### src/rtl/bp_resolve_unit.sv
// bp_resolve_unit
//   Execute-side branch resolution. Compares the actual outcome of each
//   accepted branch with the prediction carried down from fetch.
//   On a misprediction it issues a registered one-cycle redirect.
//   Every accepted branch is queued as a training record, and the queue
//   drains to the predictor write port through a valid/ready handshake.
//
// Optional feature (macro BP_UPDATE_COALESCE_EN):
//   A branch whose pc matches the newest queued record overwrites that
//   record instead of allocating a new one.
//
// Ports
//   clk, reset                 clock, synchronous active-high reset
//   ex_valid / ex_ready        exe handshake; ex_ready = !full
//   ex_is_branch               only branches are accepted
//   ex_pc, ex_taken, ex_target actual outcome
//   ex_pred_taken/_target      prediction made at fetch
//   redirect_valid/_pc         registered one-cycle restart request
//   upd_valid/_ready           training record handshake (FIFO head)
//   upd_pc, upd_dest, upd_taken  head record fields
//   branch_cnt, mispredict_cnt   wrapping performance counters
module bp_resolve_unit #(
  parameter int DEPTH     = 4,
  parameter int CNT_WIDTH = 32
) (
  input  logic                 clk,
  input  logic                 reset,
  input  logic                 ex_valid,
  output logic                 ex_ready,
  input  logic                 ex_is_branch,
  input  logic [31:0]          ex_pc,
  input  logic                 ex_taken,
  input  logic [31:0]          ex_target,
  input  logic                 ex_pred_taken,
  input  logic [31:0]          ex_pred_target,
  output logic                 redirect_valid,
  output logic [31:0]          redirect_pc,
  output logic                 upd_valid,
  input  logic                 upd_ready,
  output logic [31:0]          upd_pc,
  output logic [31:0]          upd_dest,
  output logic                 upd_taken,
  output logic [CNT_WIDTH-1:0] branch_cnt,
  output logic [CNT_WIDTH-1:0] mispredict_cnt
);

  localparam int          AW      = $clog2(DEPTH);
  localparam logic [AW:0] DEPTH_C = (AW+1)'(DEPTH);

  logic [31:0]          pc_q    [DEPTH];
  logic [31:0]          dest_q  [DEPTH];
  logic                 taken_q [DEPTH];
  logic [AW-1:0]        rd_ptr_q, wr_ptr_q;
  logic [AW:0]          count_q, count_d;
  logic                 redirect_valid_q;
  logic [31:0]          redirect_pc_q;
  logic [CNT_WIDTH-1:0] branch_cnt_q, mispredict_cnt_q;

  logic full, acc, mp, deq, enq, coal_hit;

  assign full      = (count_q == DEPTH_C);
  assign upd_valid = (count_q != '0);
  assign deq       = upd_valid && upd_ready;

`ifdef BP_UPDATE_COALESCE_EN
  logic [AW-1:0] last_idx;
  assign last_idx = wr_ptr_q - AW'(1);
  // The newest record is only being dequeued when it is also the head.
  // When full, count > 1, so this term never makes ex_ready see upd_ready.
  assign coal_hit = upd_valid && (pc_q[last_idx] == ex_pc) &&
                    !(deq && (count_q == (AW+1)'(1)));
  assign ex_ready = !full || (ex_valid && ex_is_branch && coal_hit);
`else
  assign coal_hit = 1'b0;
  assign ex_ready = !full;
`endif

  assign acc = ex_valid && ex_ready && ex_is_branch;
  // A not-taken branch never uses its target, so a stale pred_target is harmless.
  assign mp  = (ex_taken != ex_pred_taken) || (ex_taken && (ex_target != ex_pred_target));
  assign enq = acc && !coal_hit;

  always_comb begin
    count_d = count_q;
    case ({enq, deq})
      2'b10:   count_d = count_q + (AW+1)'(1);
      2'b01:   count_d = count_q - (AW+1)'(1);
      default: count_d = count_q;
    endcase
  end

  always_ff @(posedge clk) begin
    if (reset) begin
      rd_ptr_q         <= '0;
      wr_ptr_q         <= '0;
      count_q          <= '0;
      redirect_valid_q <= 1'b0;
      redirect_pc_q    <= '0;
      branch_cnt_q     <= '0;
      mispredict_cnt_q <= '0;
    end else begin
      count_q          <= count_d;
      redirect_valid_q <= acc && mp;
      if (acc && mp)
        redirect_pc_q <= ex_taken ? ex_target : ex_pc + 32'd8;
      if (acc)
        branch_cnt_q <= branch_cnt_q + CNT_WIDTH'(1);
      if (acc && mp)
        mispredict_cnt_q <= mispredict_cnt_q + CNT_WIDTH'(1);
      if (deq)
        rd_ptr_q <= rd_ptr_q + AW'(1);
      if (enq) begin
        pc_q[wr_ptr_q]    <= ex_pc;
        dest_q[wr_ptr_q]  <= ex_target;
        taken_q[wr_ptr_q] <= ex_taken;
        wr_ptr_q          <= wr_ptr_q + AW'(1);
      end
`ifdef BP_UPDATE_COALESCE_EN
      if (acc && coal_hit) begin
        dest_q[last_idx]  <= ex_target;
        taken_q[last_idx] <= ex_taken;
      end
`endif
    end
  end

  // Storage is not reset; gating keeps the head fields at zero when empty.
  assign upd_pc    = upd_valid ? pc_q[rd_ptr_q]    : '0;
  assign upd_dest  = upd_valid ? dest_q[rd_ptr_q]  : '0;
  assign upd_taken = upd_valid ? taken_q[rd_ptr_q] : 1'b0;

  assign redirect_valid = redirect_valid_q;
  assign redirect_pc    = redirect_pc_q;
  assign branch_cnt     = branch_cnt_q;
  assign mispredict_cnt = mispredict_cnt_q;

endmodule

### config.mk
export PLATFORM = sky130hd
export DESIGN_NAME = bp_resolve_unit
export DESIGN_NICKNAME = d
export VERILOG_FILES = /design/src/rtl/bp_resolve_unit.sv
export SDC_FILE = /design/constraint.sdc
export NUM_CORES = 1
export LEC_CHECK = 0
export ABC_AREA = 1
export CORE_MARGIN = 2
export CORE_UTILIZATION = 55
export CTS_BUF_LIST = sky130_fd_sc_hd__clkbuf_4 sky130_fd_sc_hd__clkbuf_8
export CTS_CLUSTER_DIAMETER = 30
export DETAILED_ROUTE_END_ITERATION = 10
export GPL_ROUTABILITY_DRIVEN = 0
export PLACE_DENSITY = 0.81
export SYNTH_ARGS = -nofsm -noshare
export SYNTH_HDL_FRONTEND = slang
export SYNTH_SLANG_ARGS = --single-unit
export TNS_END_PERCENT = 20
### constraint.sdc
create_clock -name clk -period 5.5 [get_ports clk]
set_clock_uncertainty 0.05 [all_clocks]
set_input_delay 1.1 -clock clk [delete_from_list [all_inputs] [get_ports clk]]
set_output_delay 1.1 -clock clk [all_outputs]
set_load 0.01 [all_outputs]
==> results of run 1 <==
logic make-up after synthesis:
| logic type | after synthesis |
|---|---|
| AO/OA/AOI/OAI | 316 |
| XOR/XNOR | 40 |
| adder cells (fa/ha/maj) | 9 |
| buffers and inverters | 235 |
| flip-flops | 366 |
| multiplexers | 6 |
| AND/OR/NAND/NOR | 1018 |
cells in the final DEF (no fill, tap or decap), types with 13 or more instances in the layout:
cell / count
nor2_1: 452
nand2_1: 402
clkdlybuf4s50_1: 264
edfxtp_1: 260
o21ai_0: 171
inv_1: 144
a21oi_1: 134
dfxtp_1: 104
nand3_1: 98
clkbuf_8: 76
nor3_1: 25
xnor2_1: 22
xor2_1: 18
nand4_1: 13
buf_4: 13
area by class of cell:
class / count / share of cell area, %
Multi-Input combinational cell: 1389 / 29.2
Inverter: 149 / 2.60
Clock buffer: 87 / 5.24
Clock inverter: 40 / 1.66
Sequential cell: 366 / 46.2
Tap cell: 396 / 2.30
Timing Repair Buffer: 280 / 12.9
path summary, 6_finish.rpt:
kind                           startpoint                            to  slack [ns]  cells past startpoint
max                              register                  upd_dest[30]        1.01                      6
min          redirect_pc[24]$_SDFFE_PP0P_  redirect_pc[24]$_SDFFE_PP0P_        0.42                      2
max reg2reg       count_q[1]$_SDFFE_PP0P_       dest_q[3][28]$_DFFE_PP_        2.69                      7
min reg2reg  redirect_pc[24]$_SDFFE_PP0P_  redirect_pc[24]$_SDFFE_PP0P_        0.42                      2
per-stage QoR:
step           cell area [um2]  cells  utilization [%]  power, uW  worst slack (ns)
3_3_place_gp             20000   2580             65.5       4930              1.70
3_5_place_dp             20000   2580             65.5       4970              1.65
6_report                 21500   2707             70.4       7710              1.01
5_1_grt                  21500   2707             70.4       8040             0.763
4_1_cts                  21500   2707             70.4       7760             0.993
2_1_floorplan            17100   1990                -       4030             0.444
synthesized netlist by cell type, types with 13 or more instances:
cell type,number
nand2_1,402
xor2_1,18
nor3_1,26
inv_1,146
nand4_1,13
buf_1,20
dfxtp_1,106
xnor2_1,22
o21ai_0,171
nor2_1,456
edfxtp_1,260
a21oi_1,134
clkbuf_1,57
nand3_1,98
registers in the layout (all words and copies together), names as in the netlist, 3 cells and up, named ones only:
signal / cells
redirect_pc: 32
taken_q: 4
branch_cnt: 32
mispredict_cnt: 32
count_q: 3
dest_q: 128
pc_q: 128
worst max-delay path: cells and delay by family, from the launching register on:
family	cells	cell delay, ns
compound gates	2	0.39
buf+inv	2	1.36
flops	1	0.71
simple gates	2	0.20
power by group:
part | internal [uW] | total (uW) | switching (uW)
logic | 765 | 1810 | 1050
clock network | 1610 | 2790 | 1180
registers | 3030 | 3100 | 76.0
total | 5400 | 7710 | 2310
per-layer routing:
| layer | routed length (um) | vias to the layer above |
|---|---|---|
| li1 | - | 7115 |
| met1 | 18900 | 6966 |
| met2 | 23000 | 881 |
| met3 | 5600 | 130 |
| met4 | 1360 | 0 |
| met5 | 0 | - |
==> metrics.txt, run 1 <==
status complete, no violations; initial core utilization 55.8%; Hold Slack 0.417 ns; critical path startpoint category register; CP Class reg -> out; Critical Path RT 4.35 ns; most repeated library cell on the critical path nor2_1; simple-gate share of the synthesized area 24.1%; vias per cell 5.58; Sequential cell area 0.00993 mm2; clk slew on worst S/H paths 0.05 ns; DRC viols 0; Worst slew margin 32.4%; Most used DFF post-synth edfxtp_1; Sink Count 366; Synth area leader edfxtp_1; Achievable Freq 223 MHz; worst hold path class reg -> reg; layer with the highest usage met2; grt ovf 0; share of post-route cells with drive strength above 1 6.79%; post-synthesis sequential area ratio 58.1%; ant diodes 0; row count 64; met2 Use GR 48.3%; CTS resizes 0; Synth top area share 45.7%; mux cell area share after synthesis 0.352%; met1 usage 37.8%; largest family of logic cells by synthesized area simple AND/OR/NAND/NOR gates; cts bufs inserted 70; antenna violations before repair 0; top cells by area in the synthesized netlist edfxtp_1, dfxtp_1, nor2_1; worst skew pair latency 0.57 ns; Max stage delay on crit path 0.76 ns; Synth Register Bits 366; final hold vios 0; critical-path cell list buf_4 > nor2_1 > nor2_1 > o21ai_0 > a21oi_1 > clkdlybuf4s50_1; area of the core 0.0306 mm2; Synth Net Count 2102; GRT Overall Usage 29.6%; RSZ-0062 raised after global routing false; maxcap violations 0; Max clock buf depth 3; initial DRC count 1578; maximum fanout along the worst path 78; Final HPWL DP 32.0 mm; Synth Area in Compound Gates 9.36%; xor/xnor share of the synthesized area 2.05%; Final setup viols 0; Synth Area in Adders 0.703%; Die Y 180 um; Syn Std Cell Area 0.0171 mm2; FFs w/ async S/R, synth 0%; Slew @ Worst Pin 1.01 ns; Leak 0.00787 uW; die width 180 um; post-route setup TNS 0 ns; CTS tree built; largest net degree at the start of global routing 79; Final nets 2368; met3 Usage GRT 8.51%; Post-CTS Repair Setup Buffers 0; Final ANT Viol Nets 0; cell count after synthesis 1990; # hold bufs at CTS 0; vias in the first global route 14700; period utilization 81.7%; wirelength, routed 48.9 mm; Vias 15100; area of the die 0.0325 mm2; Slew Limit Fails 0; H-tree depth 3; min cycle time layout 4.49 ns; CTS root buffer clkbuf_8; I/O Buffers 266; Top Ports 267; post-synthesis cell type count 33; drt wl/cell 18.1 um; Multi-input gate area 0.00628 mm2; first-pass GRT wire length 77.1 mm; critical path's slowest cell buf_4; fillers 2278; Pwr per Cell Area 358 mW/mm2; worst endpoint data arrival time 3.34 ns; number of synthesized flops with an enable pin 260; Setup crit end kind output port; drt pass-1 iters 6; Avg Cell Area, Syn 8.58 um2; synth warn 0; Area Growth Syn to Fin 26.0%; Max VDD drop 249 uV
(Power assumes the default switching activity.)
==> run 2: changes to the inputs <==
- CORE_UTILIZATION: 55 -> 51
- PLACE_DENSITY: 0.81 -> 0.79
- clock period: 5.5 -> 4 ns (I/O delays scaled with it)
==> run 2 against run 1 <==
Compared with the run above:
- design area rose by 2.2%
- utilization fell by 4.3 points
- die area rose by 7.7%
- via count barely moved
==> metrics.txt, run 2 (synthesized netlist as in run 1, its figures left out) <==
Vias 15100 (about the same); Final Core Density 66.1% (was 70.4%); H-tree depth 3 (unchanged); CTS tree built (unchanged); GRT Overall Usage 28.3% (was 29.6%); first-pass GRT wire length 78.0 mm (was 77.1 mm); Leak 0.00807 uW (was 0.00787 uW); maxcap violations 0 (unchanged); fillers 2564 (was 2278); Worst slew margin 39.2% (was 32.4%); Max VDD drop 402 uV (was 249 uV); critical path startpoint category register (unchanged); Critical Path RT 3.15 ns (was 4.35 ns); Post-CTS Repair Setup Buffers 0 (unchanged); internal power 8020 uW (was 5400 uW); status complete, no violations (unchanged); most frequent cells in the layout nor2_1, nand2_1, clkdlybuf4s50_1, edfxtp_1, o21ai_0 (unchanged); grt ovf 0 (unchanged); DRC viols 0 (unchanged); vias per cell 5.45 (was 5.58); drt pass-1 iters 5 (was 6); largest net degree at the start of global routing 83 (was 79); Multi-input gate area 0.00628 mm2 (unchanged); Achievable Freq 262 MHz; delay-heaviest family, CP buffers and inverters (unchanged); final hold vios 0 (unchanged); CP Class reg -> out (unchanged); min cycle time layout 3.82 ns; die width 187 um (was 180 um); # hold bufs at CTS 0 (unchanged); cts bufs inserted 70 (unchanged); Final setup viols 0 (unchanged); RSZ-0062 raised after global routing false (unchanged); Slew Limit Fails 0 (unchanged); Final nets 2376 (was 2368); worst endpoint data arrival time 2.97 ns (was 3.34 ns); Setup crit end kind output port (unchanged); period utilization 95.6%; clk slew on worst S/H paths 0.06 ns (was 0.05 ns); Max clock buf depth 3 (unchanged); row count 67 (was 64); area of the die 0.0350 mm2 (was 0.0325 mm2); biggest regs dest_q x128, pc_q x128 (unchanged); Pwr per Cell Area 513 mW/mm2 (was 358 mW/mm2); maximum fanout along the worst path 72 (was 78); Sequential cell area 0.00993 mm2 (unchanged); Pwr Total 11300 uW (was 7710 uW); Die Y 187 um (was 180 um); Slew @ Worst Pin 0.912 ns (was 1.01 ns); antenna violations before repair 2 (was 0); share of post-route cells with drive strength above 1 7.29% (was 6.79%); area of the core 0.0333 mm2 (was 0.0306 mm2); switching share of power 28.9% (was 29.9%); combinational share of power 23.1% (was 23.5%); drt wl/cell 18.3 um (was 18.1 um); CTS root buffer clkbuf_8 (unchanged); Sink Count 366 (unchanged); Final ANT Viol Nets 0 (unchanged); Sw Pwr 3260 uW (was 2310 uW); initial DRC count 1461 (was 1578); worst hold path class reg -> reg (unchanged); Final HPWL DP 32.8 mm (was 32.0 mm); Area Growth Syn to Fin 28.8% (was 26.0%); Max stage delay on crit path 0.62 ns (was 0.76 ns); Worst Path Buf+Inv 3 (was 2); Top Ports 267 (unchanged); worst skew pair latency 0.58 ns (was 0.57 ns); Seq pwr share 37.9% (was 40.3%); critical path's slowest cell clkdlybuf4s50_1 (was buf_4); critical-path cell list inv_2 > buf_12 > o21ai_0 > a21oi_1 > clkdlybuf4s50_1 (was buf_4 > nor2_1 > nor2_1 > o21ai_0 > a21oi_1 > clkdlybuf4s50_1); clock network power share 39.0% (was 36.2%); CTS resizes 0 (unchanged); most common cell after layout, fill and taps aside nor2_1 (unchanged); vias in the first global route 14600 (was 14700); I/O Buffers 266 (unchanged); wirelength, routed 50.8 mm (was 48.9 mm); initial core utilization 51.3% (was 55.8%)
[run 2: changes by cell type in the layout (fill, tap and decap cells not counted), moves of 5 or more]
cell and delta:
bufinv_16 +8, clkinvlp_4 -7, buf_12 +10, clkinv_1 -5
[run 2: routing by layer]
layer  wire (um)  track usage (%)  share of wire [%]
met3        5790             7.84                 11
met5           0                0                  0
met4        1720             11.2                3.4
met2       23500             45.6                 46
met1       19800             36.2                 39
[run 2: area by class of cell]
cell class,instances,area share (%)
Sequential cell,366,45.2
Inverter,149,2.54
Clock inverter,37,2.52
Timing Repair Buffer,288,13.4
Antenna cell,2,0.0228
Clock buffer,89,5.20
Tap cell,448,2.55
Multi-Input combinational cell,1389,28.6
[run 2: worst min-delay path, delay by kind of cell, from the launching register on]
kind | cells | cell delay [ns]
compound gates | 1 | 0.05
flops | 1 | 0.31
simple gates | 1 | 0.06
[run 2: final timing paths]
check	start	to	slack [ns]	cells past startpoint
setup / recovery	register	upd_dest[23]	0.18	5
hold / removal	redirect_pc[31]$_SDFFE_PP0P_	redirect_pc[31]$_SDFFE_PP0P_	0.42	2
setup reg to reg	count_q[1]$_SDFFE_PP0P_	dest_q[1][4]$_DFFE_PP_	1.57	7
hold reg to reg	redirect_pc[31]$_SDFFE_PP0P_	redirect_pc[31]$_SDFFE_PP0P_	0.42	2
[run 2: per-stage QoR]
stage	setup WS (ns)	cell area, um2	hold WS, ns	instances	setup TNS, ns
3_3_place_gp	0.742	20300	0.391	2640	0
6_report	0.177	22000	0.419	2768	0
4_1_cts	0.191	22000	0.420	2766	0
5_1_grt	0.0285	22000	0.440	2766	0
2_1_floorplan	-0.756	17100	0.386	1990	-196.58
3_5_place_dp	0.687	20300	0.400	2640	0
[run 2: power groups by stage]
stage / logic (uW) / clock network, uW / registers, uW
after global placement: 2540 / 0 / 4340
after floorplan: 1250 / 0 / 4290
after global routing: 2800 / 4610 / 4280
after CTS: 2600 / 4440 / 4270
final: 2610 / 4400 / 4270
after detailed placement: 2580 / 0 / 4350
==> run 3: changes to the inputs <==
--- a/config.mk
+++ b/config.mk
@@ -10,7 +10,7 @@
 export CORE_UTILIZATION = 51
 export CTS_BUF_LIST = sky130_fd_sc_hd__clkbuf_4 sky130_fd_sc_hd__clkbuf_8
-export CTS_CLUSTER_DIAMETER = 30
+export CTS_CLUSTER_DIAMETER = 50
 export DETAILED_ROUTE_END_ITERATION = 10
-export GPL_ROUTABILITY_DRIVEN = 0
+export GPL_ROUTABILITY_DRIVEN = 1
 export PLACE_DENSITY = 0.79
 export SYNTH_ARGS = -nofsm -noshare
==> constraint.sdc (replaced) <==
create_clock -name clk -period 4 [get_ports clk]
set_clock_uncertainty 0.05 [all_clocks]
set_input_delay 1.2 -clock clk [delete_from_list [all_inputs] [get_ports clk]]
set_output_delay 1.2 -clock clk [all_outputs]
set_load 0.01 [all_outputs]
==> run 3 against run 2 <==
Compared with the run above:
- worst hold slack gained 0.0011 ns
- fmax is 1.0% lower
- combinational power rose by 3%
- register-to-register slack improved by 0.02 ns
- first-iteration DRC count decreased by 22%
- highest routed layer unchanged
- clock-buffer cell count down 1
- design area down 1.6%
- sequential share of layout area increased by 0.74 points
- critical endpoint is now upd_dest[14]
- sequential power down 0.9%
==> metrics.txt, run 3 (synthesized netlist as in run 1, its figures left out) <==
status complete, no violations (unchanged); endpoint of the worst hold path redirect_pc[31]$_SDFFE_PP0P_ (unchanged); Final ANT Viol Nets 0 (unchanged); Max VDD drop 415 uV (was 402 uV); switching share of power 30.0% (was 28.9%); vias in the first global route 14500 (was 14600); drt pass-1 iters 7 (was 5); initial core utilization 51.3% (unchanged); largest net degree at the start of global routing 91 (was 83); Area Growth Syn to Fin 26.7% (was 28.8%); worst reg2reg endpoint dest_q[0][17]$_DFFE_PP_ (was dest_q[1][4]$_DFFE_PP_); fillers 2682 (was 2564); post-route setup TNS 0 ns (unchanged); GRT Overall Usage 28.5% (was 28.3%); worst reg2reg path startpoint count_q[1]$_SDFFE_PP0P_ (unchanged); Top Ports 267 (unchanged); placed instance count 2650 (was 2640); area of the die 0.0350 mm2 (unchanged); worst skew pair latency 0.60 ns (was 0.58 ns); worst endpoint data arrival time 2.61 ns (was 2.97 ns); Non-Filler Instances 2757 (was 2768); I/O Buffers 266 (unchanged); Critical Path RT 2.75 ns (was 3.15 ns); Hold Path Cell Cnt 2 (unchanged); most frequent cells in the layout nor2_1, nand2_1, clkdlybuf4s50_1, edfxtp_1, o21ai_0 (unchanged); internal power 7210 uW (was 8020 uW); hold_sp redirect_pc[31]$_SDFFE_PP0P_ (unchanged); design area 0.0216 mm2 (was 0.0220 mm2); pre-CTS WS 0.336 ns (was 0.687 ns); Setup crit end kind output port (unchanged); RSZ-0062 raised after global routing false (unchanged); worst hold path class reg -> reg (unchanged); Slew @ Worst Pin 0.893 ns (was 0.912 ns); final hold vios 0 (unchanged); die width 187 um (unchanged); routability cong. 0.927; Slew Limit Fails 0 (unchanged); R2R setup slack 1.59 ns (was 1.57 ns); most common cell after layout, fill and taps aside nor2_1 (unchanged); Leak 0.00794 uW (was 0.00807 uW); first-pass GRT wire length 78.2 mm (was 78.0 mm); biggest regs dest_q x128, pc_q x128 (unchanged); area of the core 0.0333 mm2 (unchanged); vias per cell 5.41 (was 5.45); Final WS setup 0.138 ns (was 0.177 ns); row count 67 (unchanged); H-tree depth 2 (was 3); wirelength, routed 50.8 mm (about the same); critical path startpoint category register (unchanged); combinational share of power 26.1% (was 23.1%); Worst slew margin 40.5% (was 39.2%); Max clock buf depth 3 (unchanged); Final setup viols 0 (unchanged); DRC viols 0 (unchanged); Seq pwr share 41.1% (was 37.9%); clock network power share 32.8% (was 39.0%); grt ovf 0 (unchanged); CP Class reg -> out (unchanged); period utilization 96.5% (was 95.6%); antenna violations before repair 0 (was 2); Achievable Freq 259 MHz (was 262 MHz); Die Y 187 um (unchanged); clk slew on worst S/H paths 0.06 ns (about the same); maximum fanout along the worst path 90 (was 72); cts bufs inserted 57 (was 70); # hold bufs at CTS 0 (unchanged); Final nets 2373 (was 2376); CTS tree built (unchanged); Sink Count 366 (unchanged); Vias 14900 (was 15100); CTS root buffer clkbuf_8 (unchanged); Final Core Density 65.0% (was 66.1%); Reg2Reg Depth 7 (unchanged); share of post-route cells with drive strength above 1 7.02% (was 7.29%); Final HPWL DP 33.8 mm (was 32.8 mm); Sw Pwr 3090 uW (was 3260 uW); drt wl/cell 18.4 um (was 18.3 um); post-place instance area 0.0204 mm2 (was 0.0203 mm2); Pwr per Cell Area 476 mW/mm2 (was 513 mW/mm2); min cycle time layout 3.86 ns (was 3.82 ns); Post-CTS Repair Setup Buffers 0 (unchanged); maxcap violations 0 (unchanged); initial DRC count 1137 (was 1461)
-- run 3: changes by cell type in the layout (fill, tap and decap cells not counted), sizes merged --
| cell | previous run | this run |
|---|---|---|
| clkdlybuf4s50 | 264 | 263 |
| clkbuf | 89 | 88 |
| buf | 24 | 34 |
| bufinv | 13 | 3 |
| dlymetal6s2s | 0 | 1 |
| clkinv | 18 | 12 |
| diode | 2 | 1 |
| inv | 153 | 150 |
-- run 3: power groups by stage --
| stage | clock [uW] | sequential, uW | combinational, uW |
|---|---|---|---|
| floorplan | 0 | 4290 | 1250 |
| detailed placement | 0 | 4310 | 2660 |
| CTS | 3420 | 4230 | 2680 |
| finish | 3370 | 4230 | 2690 |
| global placement | 0 | 4300 | 2620 |
| global route | 3570 | 4240 | 2880 |
-- run 3: worst max-delay path: stages (launching register included) --
cell and delay (ns):
dfxtp_4 0.46, buf_16 0.33, nor2_1 0.12, nor2_1 0.10, o21ai_0 0.09, a21oi_1 0.22
clkdlybuf4s50_1 0.58
-- run 3: worst max path at each step --
stage               cells past startpoint  slack (ns)                         endpoint
floorplan                               7       -0.12           dest_q[0][0]$_DFFE_PP_
global placement                       14        0.38     redirect_pc[14]$_SDFFE_PP0P_
detailed placement                     12        0.34  mispredict_cnt[15]$_SDFFE_PP0P_
CTS                                     6        0.08                     upd_dest[30]
global route                            6       0.007                        upd_pc[1]
finish                                  6        0.14                     upd_dest[14]
-- run 3: repair_timing --
item                                    4_1_cts  5_1_grt
endpoints found under the setup margin        3        4
gates resized for setup                       1        3
cloned                                        0        0
-- run 3: per-layer routing --
layer,track usage [%],routed length (um),share of wire [%]
met2,47.5,24200,48
met5,0,0,0
met3,6.32,4440,8.7
met1,36.9,20800,41
met4,10.1,1430,2.8
-- run 3: area by class of cell --
cell class / count / area, um2 / area share (%)
antenna: 1 / 2.50 / 0.0116
tap: 448 / 561 / 2.59
timing repair buffer: 298 / 3060 / 14.1
inverter: 149 / 562 / 2.60
multi-input combinational: 1389 / 6280 / 29.0
sequential: 366 / 9930 / 45.9
clock inverter: 18 / 170 / 0.786
clock buffer: 88 / 1070 / 4.96
-- run 3: metrics by stage --
step                      hold slack [ns]  total power [uW]
after detailed placement            0.406              6970
after global routing                0.441             10700
after CTS                           0.423             10300
after global placement              0.394              6920
final                               0.420             10300
after floorplan                     0.386              5540
